## config.mk

```make
export PLATFORM = sky130hd
export DESIGN_NAME = bird_judge
export DESIGN_NICKNAME = d
export VERILOG_FILES = /design/src/rtl/bird_pkg.sv /design/src/rtl/bird_judge_pipe_gen.sv /design/src/rtl/bird_judge.sv
export SDC_FILE = /design/constraint.sdc
export NUM_CORES = 1
export LEC_CHECK = 0
export BUFFER_PORTS_ARGS = -buffer_cell sky130_fd_sc_hd__buf_4
export CORE_ASPECT_RATIO = 1.2
export CORE_MARGIN = 2
export CORE_UTILIZATION = 54
export CTS_CLUSTER_SIZE = 24
export DETAILED_ROUTE_END_ITERATION = 8
export PLACE_DENSITY = 0.81
export SYNTH_ARGS = -nofsm -noshare
export SYNTH_HDL_FRONTEND = slang
export SYNTH_HIERARCHICAL = 1
export SYNTH_SLANG_ARGS = --single-unit
```

## constraint.sdc

```tcl
create_clock -name clk -period 2.6 [get_ports clk]
set_input_delay 0.26 -clock clk [delete_from_list [all_inputs] [get_ports clk]]
set_output_delay 0.26 -clock clk [all_outputs]
set_load 0.02 [all_outputs]
```

## src/rtl/bird_pkg.sv

```systemverilog
// ============================================================================
// Module   : bird_pkg
// Brief    : Shared types and constants for the bird_judge game logic.
// Revision : 1.0 - initial release
// ============================================================================
`default_nettype none

package bird_pkg;

    // Game flow states
    typedef enum logic [1:0] {
        IDLE = 2'd0,
        PLAY = 2'd1,
        LOST = 2'd2
    } state_t;

    // Fibonacci LFSR taps 8,6,5,4 expressed as a mask over bits [7:0]
    localparam logic [7:0] LFSR_TAPS = 8'b1011_1000;

    // One BCD digit
    typedef logic [3:0] bcd_t;

endpackage

`default_nettype wire

```

## src/rtl/bird_judge_pipe_gen.sv

```systemverilog
// ============================================================================
// Module   : pipe_gen
// Brief    : Produces the next column entering the pipe field: a wall with a
//            pseudo-random gap every PIPE_SPACING ticks, empty otherwise.
// Revision : 1.0 - initial release
// ============================================================================
`default_nettype none

module pipe_gen
    import bird_pkg::*;
#(
    parameter int         PIPE_SPACING = 4,
    parameter int         GAP          = 3,
    parameter logic [7:0] SEED         = 8'h01
) (
    input  logic       clk,
    input  logic       reset,
    input  logic       tick_en,
    input  logic       clear,
    output logic [7:0] new_col
);

    localparam int               SPC_W    = $clog2(PIPE_SPACING);
    localparam logic [SPC_W-1:0] SPC_LAST = SPC_W'(PIPE_SPACING - 1);
    // An all-zero LFSR would lock up, so a zero seed is replaced
    localparam logic [7:0]       SEED_EFF = (SEED == 8'h00) ? 8'h01 : SEED;
    localparam logic [7:0]       GAP_ONES = 8'((1 << GAP) - 1);
    localparam logic [2:0]       MAX_BASE = 3'(8 - GAP);

    logic [7:0]       lfsr;
    logic [SPC_W-1:0] spc;
    logic [2:0]       gap_base;
    logic [7:0]       gap_mask;

    // Gap placement from the current (not yet advanced) LFSR value
    always_comb begin
        gap_base = (lfsr[2:0] > MAX_BASE) ? MAX_BASE : lfsr[2:0];
        gap_mask = GAP_ONES << gap_base;
        new_col  = (spc == '0) ? ~gap_mask : 8'h00;
    end

    // LFSR and spacing counter; clear restarts spacing but keeps randomness
    always_ff @(posedge clk or posedge reset) begin
        if (reset) begin
            lfsr <= SEED_EFF;
            spc  <= '0;
        end else if (clear) begin
            spc  <= '0;
        end else if (tick_en) begin
            spc  <= (spc == SPC_LAST) ? '0 : spc + 1'b1;
            lfsr <= {lfsr[6:0], ^(lfsr & LFSR_TAPS)};
        end
    end

endmodule

`default_nettype wire

```

## src/rtl/bird_judge.sv

```systemverilog
// ============================================================================
// Module   : bird_judge
// Brief    : Game judge for the bird column: scrolls pipes, detects bird/pipe
//            collisions, keeps a saturating BCD score and paces gravity.
// Revision : 1.0 - initial release
// ============================================================================
`default_nettype none

module bird_judge
    import bird_pkg::*;
#(
    parameter int         COLS         = 8,
    parameter int         BIRD_COL     = 0,
    parameter int         PIPE_SPACING = 4,
    parameter int         GAP          = 3,
    parameter int         GRAV_DIV     = 2,
    parameter logic [7:0] SEED         = 8'h01
) (
    input  logic              clk,
    input  logic              reset,
    input  logic              start,
    input  logic              tick,
    input  logic [7:0]        position,
    output logic              lose,
    output logic              gravity,
    output logic [8*COLS-1:0] pipes,
    output logic [3:0]        score_tens,
    output logic [3:0]        score_ones
);

    localparam int               DIV_W    = (GRAV_DIV > 1) ? $clog2(GRAV_DIV) : 1;
    localparam logic [DIV_W-1:0] DIV_LAST = DIV_W'(GRAV_DIV - 1);

    state_t           state;
    state_t           next_state;
    logic             start_q;
    logic             start_rise;
    logic             hit;
    logic             tick_play;
    logic             clear;
    logic [7:0]       bird_col;
    logic [7:0]       new_col;
    logic [DIV_W-1:0] div;
    bcd_t             tens;
    bcd_t             ones;

    assign score_tens = tens;
    assign score_ones = ones;

    // A hit pre-empts any tick in the same cycle
    always_comb begin
        start_rise = start & ~start_q;
        bird_col   = pipes[8*BIRD_COL +: 8];
        hit        = (state == PLAY) && (|(bird_col & position));
        tick_play  = (state == PLAY) && tick && !hit;
    end

    // Next-state logic; entering PLAY requests a clear of the game state
    always_comb begin
        next_state = state;
        clear      = 1'b0;
        case (state)
            IDLE: if (start_rise) begin
                next_state = PLAY;
                clear      = 1'b1;
            end
            PLAY: if (hit) next_state = LOST;
            LOST: if (start_rise) next_state = IDLE;
            default: next_state = IDLE;
        endcase
    end

    // State register, start edge history and registered flags
    always_ff @(posedge clk or posedge reset) begin
        if (reset) begin
            state   <= IDLE;
            start_q <= 1'b0;
            lose    <= 1'b0;
            gravity <= 1'b0;
        end else begin
            state   <= next_state;
            start_q <= start;
            lose    <= (next_state == LOST);
            gravity <= tick_play && (div == '0);
        end
    end

    // Pipe field: shift toward column 0, new column enters at the right
    always_ff @(posedge clk or posedge reset) begin
        if (reset) begin
            pipes <= '0;
        end else if (clear) begin
            pipes <= '0;
        end else if (tick_play) begin
            pipes <= {new_col, pipes[8*COLS-1:8]};
        end
    end

    // Score counts ticks where a wall is passing the bird; gravity divider
    always_ff @(posedge clk or posedge reset) begin
        if (reset) begin
            tens <= '0;
            ones <= '0;
            div  <= '0;
        end else if (clear) begin
            tens <= '0;
            ones <= '0;
            div  <= '0;
        end else if (tick_play) begin
            div <= (div == DIV_LAST) ? '0 : div + 1'b1;
            if ((bird_col != 8'h00) && !((tens == 4'd9) && (ones == 4'd9))) begin
                if (ones == 4'd9) begin
                    ones <= 4'd0;
                    tens <= tens + 4'd1;
                end else begin
                    ones <= ones + 4'd1;
                end
            end
        end
    end

    pipe_gen #(
        .PIPE_SPACING (PIPE_SPACING),
        .GAP          (GAP),
        .SEED         (SEED)
    ) u_pipe_gen (
        .clk     (clk),
        .reset   (reset),
        .tick_en (tick_play),
        .clear   (clear),
        .new_col (new_col)
    );

endmodule

`default_nettype wire
```

==> impl_summary.md, run 1 <==
Min path
The depth of the worst hold-timing path is 1. The min-delay analysis places its worst path in the category input port to flip-flop. The hold path startpoint is start.

The sink of the worst hold path is start_q.

Die
For this configuration, the core starts out at a cell density of a little under three fifths. In this run the standard cell core region covers 6850 um2. The die width is 80.7 um. The row count is 33. In this run the count of I/O pins placed on the die edge is 86.

Measured along the y axis, the die boundary spans 96.0 um. The area of the die is 7750 um2.

Worst setup path
The kind of launch point of the worst setup path is a flip-flop. For the worst flop-to-flop path, the logic depth is 6. By startpoint and endpoint, the worst setup path is classified as flip-flop to flip-flop. The data required time of the critical path is between 2 and 3 ns.

The capture point of the worst reg-to-reg path is u_pipe_gen/lfsr[5]. The worst setup path is captured at a flip-flop. Across all register-to-register paths, the minimum setup slack is 0.30 ns. Data on the critical path arrives at its endpoint at around 2.5 ns.

The slowest cell on the critical path is or2_2. The signal on the critical path passes through a22oi_2 > nand4_2 > or2_2 > inv_2 > nand2b_1 > mux2_4. For this run, the slowest stage of the critical path takes around 0.49 ns. In this run the critical register-to-register path is launched from pipes[6]. The maximum net fanout on the critical path is 19.

Logic synthesis
In this run the biggest area consumer among cell types represents a little under three fifths of the synthesized area. The register bit total from synthesis is ~90. The number of different library cells used by synthesis comes to 37. The net count after synthesis is roughly 420. Synthesis produced 406 cells. Yosys attributes the largest share of cell area to dfrtp_1 57%, nand2_1 14%, nand3_1 5.5%.

The per-instance average area after synthesis is 9.38 um2. The Yosys step of the flow raised 6 warnings. The most area-hungry cell type in the Yosys netlist is dfrtp_1. The netlist area before placement is 3810 um2. The number of enable-type register cells in the synthesized netlist is 0.

Of the synthesized area, sequential elements account for 57.8%. Among all flip-flop cells after synthesis, the most frequent one is dfrtp_1. For this run, asynchronously set or reset flops after synthesis account for 100%.

Route
The number of detailed-route iterations in the first pass is 4. The remaining routing DRC violations is 0. The count of routing violations after the opening detailed-route iteration is 274.

The residual antenna-violating net count after detailed routing is 0. The sum of routed wire length over all layers is ~8.8 mm. The total number of vias is 3125. After detailed routing, the average wire length per cell comes to 15.3 um.

The number of vias per cell is approximately 5.5.

Placement
The placement-stage worst setup slack is 0.294 ns. The half-perimeter wire length after detailed placement is 5.83 mm. The congestion estimate from routability-driven global placement came to 0.794. The number of I/O port buffers is 85.

STA
The setup TNS is 0 ns. The worst slack on hold paths is 0.0181 ns. Setup repair after global routing left no endpoint under its margin. The highest clock rate is 0.435 GHz. The final number of max-transition violations is 0. Measured against its own limit, the worst slew margin works out to between 60% and 70%.

Setup slack closes at 0.300 ns. The actual transition at the worst max-transition pin is 0.555 ns. The shortest period the worst path allows is 2.30 ns.

The final-report hold violation count is 0. The setup skew after layout is 0.00596 ns. The final critical path takes up 88.5% of the cycle.

The setup-violating endpoint count in the final report is 0.

Clock tree
TritonCTS built the clock tree. The clock latency of the later-clocked register in the worst-skew pair is 0.35 ns. The number of gates resized after cts is 0.

Buffers inserted to repair hold after CTS numbered 1. Clock-pin slew was measured on the worst setup and hold paths at ~0.080 ns. The number of clock sinks seen by CTS is 88. The longest clock path from root to sink contains 2 buffers. The buffer cell driving the clock tree root is clkbuf_8. The number of buffers inserted to repair setup after CTS is 0. The H-tree level count is 3. Clock tree synthesis inserted a total of 9 buffers.

Pwr
The power density over cell area is 1080 nW/um2. The maximum resistive drop on vdd is 0.554 mV. The design draws 5180 uW.

The analysis attributes to cell leakage a power of approximately 0.0025 uW.

Status
The run finished with clean final reports.

Cells and area
The area growth from synthesis to layout is 25.4%. In the final layout, the share of cells above drive strength 1 is approximately a quarter. The filler cells instantiated in the layout total 564. The repair_antennas step left the layout with diodes totalling 0. Cells fill around 70% of the core in the end. The sequential cells in the finished layout cover a total of 2200 um2. At the end of the flow, the number of nets in the layout was 499. The multi-input combinational cell area is 1450 um2.

GRT
Global routing finished with a remaining overflow of 0. The first global-routing pass estimated about 14 mm of wire. The combined global-route utilization of all metal layers is 24.0%.

The via count of the first global-routing pass was 2933. The initial antenna violation count is 0. The maximum number of pins on one net before global-route repair is 68.

Flow run
The count of max-cap constraint violations is 0.
[worst max-delay path by stage]
stage	startpoint	to	slack, ns	cells after the start
3_5_place_dp	pipes[6]	u_pipe_gen/lfsr[5]	0.29	6
2_1_floorplan	pipes[6]	u_pipe_gen/lfsr[1]	0.26	10
6_report	pipes[6]	u_pipe_gen/lfsr[5]	0.30	6
5_1_grt	pipes[6]	u_pipe_gen/lfsr[3]	0.19	6
4_1_cts	pipes[6]	u_pipe_gen/lfsr[5]	0.28	6
3_3_place_gp	pipes[6]	u_pipe_gen/lfsr[6]	0.40	6
[state kept, by name (all words and copies together) (netlist names)]
name,count
div,1
gravity,1
lose,1
pipes,64
score_ones,4
score_tens,4
start_q,1
state,2
u_pipe_gen/lfsr,8
u_pipe_gen/spc,2
[cell usage after synthesis (4+ instances only)]
cell type,n
inv_1,10
or3_1,6
ha_1,6
a21oi_1,30
nor2_1,7
xnor2_1,4
clkbuf_1,12
nand3_1,42
buf_1,4
buf_2,9
dfrtp_1,87
o21ai_0,8
nand2_1,138
mux2_4,7
[metrics by stage]
step | cells | area [um2]
floorplan | 406 | 3810
global placement | 556 | 4500
detailed placement | 556 | 4500
CTS | 573 | 4780
global route | 573 | 4780
finish | 573 | 4780
[cells by family after synthesis]
family / Yosys count / share of synthesized area (%)
and+or+nand+nor: 210 / 24.0
buffers and inverters: 37 / 4.17
AOI/OAI and AO/OA: 52 / 7.85
DFF: 88 / 57.8
muxes: 9 / 3.28
xor gates and xnor gates: 4 / 0.919
adders and majority gates: 6 / 1.97
[cells in the final DEF (no fill, tap or decap), types with 3 or more instances in the layout]
| master | n |
|---|---|
| clkbuf_8 | 9 |
| a22oi_1 | 3 |
| and2_1 | 3 |
| nor2b_1 | 3 |
| or3_1 | 6 |
| ha_1 | 6 |
| buf_4 | 88 |
| nand2_1 | 138 |
| mux2_4 | 7 |
| nor2_1 | 7 |
| o21ai_0 | 8 |
| a21oi_1 | 30 |
| bufinv_16 | 4 |
| inv_1 | 8 |
| xnor2_1 | 4 |
| dfrtp_1 | 87 |
| nand3_1 | 42 |
[report_power, final]
group / switching, uW / internal [uW]
clock: 489 / 739
combinational: 1260 / 728
sequential: 279 / 1680
[per-layer routing]
layer  share of wire (%)  global-route usage [%]  vias up
li1                    -                       -     1478
met1                  42                    32.0     1521
met2                  51                    39.6      117
met3                 6.8                    6.19        9
met4                0.68                    5.93        0
met5                   0                       0        -
[final cells by class]
type	count	share of cell area, %
Timing Repair Buffer	91	14.9
Sequential cell	88	46.1
Inverter	10	0.812
Clock buffer	9	2.59
Clock inverter	7	2.99
Multi-Input combinational cell	281	30.3
Tap cell	87	2.28
[critical path, delay by kind of cell (launching register included)]
| family | cells | cell delay (ns) |
|---|---|---|
| buf+inv | 1 | 0.14 |
| mux | 1 | 0.41 |
| simple gates | 3 | 0.97 |
| flops | 1 | 0.43 |
| compound gates | 1 | 0.24 |
Power figures use the tool's default switching activity.
==> run 2, diff against run 1 <==
--- a/config.mk
+++ b/config.mk
@@ -8,10 +8,11 @@
 export BUFFER_PORTS_ARGS = -buffer_cell sky130_fd_sc_hd__buf_4
 export CORE_ASPECT_RATIO = 1.2
 export CORE_MARGIN = 2
-export CORE_UTILIZATION = 54
+export CORE_UTILIZATION = 58
 export CTS_CLUSTER_SIZE = 24
 export DETAILED_ROUTE_END_ITERATION = 8
-export PLACE_DENSITY = 0.81
+export PLACE_DENSITY = 0.86
+export REMOVE_ABC_BUFFERS = 1
 export SYNTH_ARGS = -nofsm -noshare
 export SYNTH_HDL_FRONTEND = slang
 export SYNTH_HIERARCHICAL = 1
==> constraint.sdc (replaced) <==
create_clock -name clk -period 2.7 [get_ports clk]
set_input_delay 0.27 -clock clk [delete_from_list [all_inputs] [get_ports clk]]
set_output_delay 0.27 -clock clk [all_outputs]
set_load 0.02 [all_outputs]
==> run 2 against run 1 <==
Effect of this change:
- clock-buffer cell count up 2
- via count down 0.64%
- fmax decreased by 1.9%
- power down 5.7%
- sequential power fell by 5%
- cell count decreased by 0.17%
- worst hold slack improved by 0.032 ns
- final area decreased by 0.60%
- critical path type unchanged
- critical endpoint is now u_pipe_gen/lfsr[4]
- largest power group unchanged
- highest routed layer unchanged
==> impl_summary.md, run 2 (synthesis gave the netlist of run 1 again) <==
Status
The flow ran to the end, and the final reports show no timing, DRC or antenna violations.

Clock tree
The number of buffers created by CTS is 9. The number of clock sinks seen by CTS is between 80 and 90. The longest clock path from root to sink contains 2 buffers. The clock tree from TritonCTS is built.

The clock latency of the later-clocked register in the worst-skew pair is 0.34 ns. After clock tree synthesis, the setup repair step added 0 buffers. CTS built an H-tree with a depth of 3. Clock-pin slew was measured on the worst setup and hold paths at 0.08 ns.

The tree is rooted in a clkbuf_8.

Die
The die boundary height is 92.8 um. The die width is 78.0 um. The row count is 32. The total area inside the core boundary comes to ~6400 um2. The initial core utilization is 59.5%. 86 I/O pins were placed. The die covers between 7000 and 8000 um2.

Worst setup path
The slowest stage of the critical path is the dfrtp_1 cell. STA classifies the critical path endpoint as a flip-flop. The category of the most critical setup path is flip-flop to flip-flop.

STA classifies the critical path startpoint as a flip-flop. The critical path arrival is 2.57 ns. The maximum net fanout on the critical path is 21. Data on the critical path is required at its endpoint by 2.92 ns.

The signal on the critical path passes through a22oi_2 > nand4_2 > or2_2 > inv_2 > nand2b_1 > mux2_4. The largest incremental delay on the critical path is roughly 0.43 ns.

GRT
Entering global routing, the biggest net connects slightly below 70 pins. The initial antenna violation count is 0. The via count of the first global-routing pass came to just over 3k. Summed over all layers, the global routing overflow is 0. The wire length of the first global-routing pass is ~15 mm. Global routing used 25.6% of the available tracks across all layers.

Cells and area
The area of all sequential standard cells is 2200 um2. The most common library cell in the layout ignoring fill and taps is nand2_1. The net count of the finished layout is 500. The library cells used most frequently in the layout, excluding fill and tap cells, are 138 x nand2_1, 90 x buf_4, 87 x dfrtp_1. The register with the most flip-flops in the layout has 64 of them.

Relative to the synthesized area, the layout overhead comes to 24.6%. The multi-input combinational cell area is about 1400 um2. In the final layout, the registers with the most flip-flops are pipes x64, u_pipe_gen/lfsr x8. pipes holds more flip-flops than any other register. The total inserted antenna cells is 0. The number of inserted filler cells in the final layout is 454. Cells with a size suffix above 1 make up 24.6% of the layout.

STA
At the pin with the least slew margin, the transition time is 0.685 ns. The setup skew after layout is roughly 0.0068 ns. The worst slack on hold paths is 0.0497 ns. The setup-violating endpoint count in the final report is 0. The final number of max-transition violations came to 0.

The clock period could shrink to approximately 2.3 ns. The final-report hold violation count is 0. Setup repair after global routing left no endpoint under its margin. Of the available clock period, the critical path in the final layout requires between 80% and 90%. The highest clock rate is around 0.43 GHz.

The headroom to the max-slew limit is 54.3%.

Min path
The class of the tightest hold or removal check is input port to flip-flop.

Flow run
The count of max-cap constraint violations is 0.

Route
The remaining routing DRC violations is 0. The final layout contains routed wiring with a total length of approximately 8.8 mm. The count of routing violations after the opening detailed-route iteration is 205. Dividing the detail-routed via count by the number of cells gives 5.43. The total number of vias is 3105. After detailed routing, the average wire length per cell comes to 15.5 um.

The residual antenna-violating net count after detailed routing is 0. The number of detailed-route iterations in the first pass is 4.

Placement
The last weighted congestion value of the routability-driven placer is roughly 0.8. The HPWL after detailed placement is 5.71 mm. The number of I/O port buffers is 85.

Pwr
The maximum resistive drop on vdd is 0.503 mV. Power spread over the standard cell area amounts to 1030 nW/um2. The static leakage is 0.00251 uW. Total power for the finished layout comes to 4880 uW.
==> run 2: final timing paths <==
kind                            cells after the start            endpoint  slack (ns)     start
worst max register to register                      6  u_pipe_gen/lfsr[4]        0.35  pipes[6]
min in group asynchronous                           3  u_pipe_gen/lfsr[6]        0.47     reset
worst min-delay path                                1             start_q        0.05     start
worst min register to register                      1             gravity        0.46       div
worst max-delay path                                6  u_pipe_gen/lfsr[4]        0.35  pipes[6]
max in group asynchronous                           4           pipes[36]        1.52     reset
==> run 2: cell type report <==
type / count / area share (%)
repair buffers: 92 / 14.9
clock inverters: 5 / 2.19
inverters: 10 / 0.817
clock buffers: 11 / 2.98
well taps: 85 / 2.24
multi-input cells: 281 / 30.5
flip-flops and latches: 88 / 46.4
==> run 2: timing repair <==
item                      CTS  global route
hold buffers                1             0
hold endpoints to repair    9             0
resized for setup           0             0
==> run 2: stage by stage <==
stage	worst slack [ns]	area (um2)	instances	utilization, %	TNS [ns]
after floorplan	-0.968	3690	379	-	-20.11
after global placement	0.471	4490	555	70.1	0
after detailed placement	0.387	4490	555	70.1	0
after CTS	0.363	4750	572	74.1	0
after global routing	0.204	4750	572	74.1	0
final	0.354	4750	572	74.1	0
==> run 2: power by group <==
group / switching (uW) / internal, uW
Sequential: 257 / 1620
Combinational: 1230 / 689
Clock: 448 / 641
Total: 1930 / 2950
==> run 2: worst max-delay path: cells and delay by family, from the launching register on <==
| family | cells | cell delay, ns |
|---|---|---|
| mux | 1 | 0.41 |
| simple gates | 3 | 0.88 |
| buf+inv | 1 | 0.28 |
| compound gates | 1 | 0.21 |
| flops | 1 | 0.43 |
==> run 2: layer usage <==
layer  part of all wire (%)  GRT usage, %  vias up
li1                       -             -     1490
met1                     43          34.8     1492
met2                     51          41.7      108
met3                    4.9          3.80       15
met4                    1.7          10.4        0
met5                      0             0        -
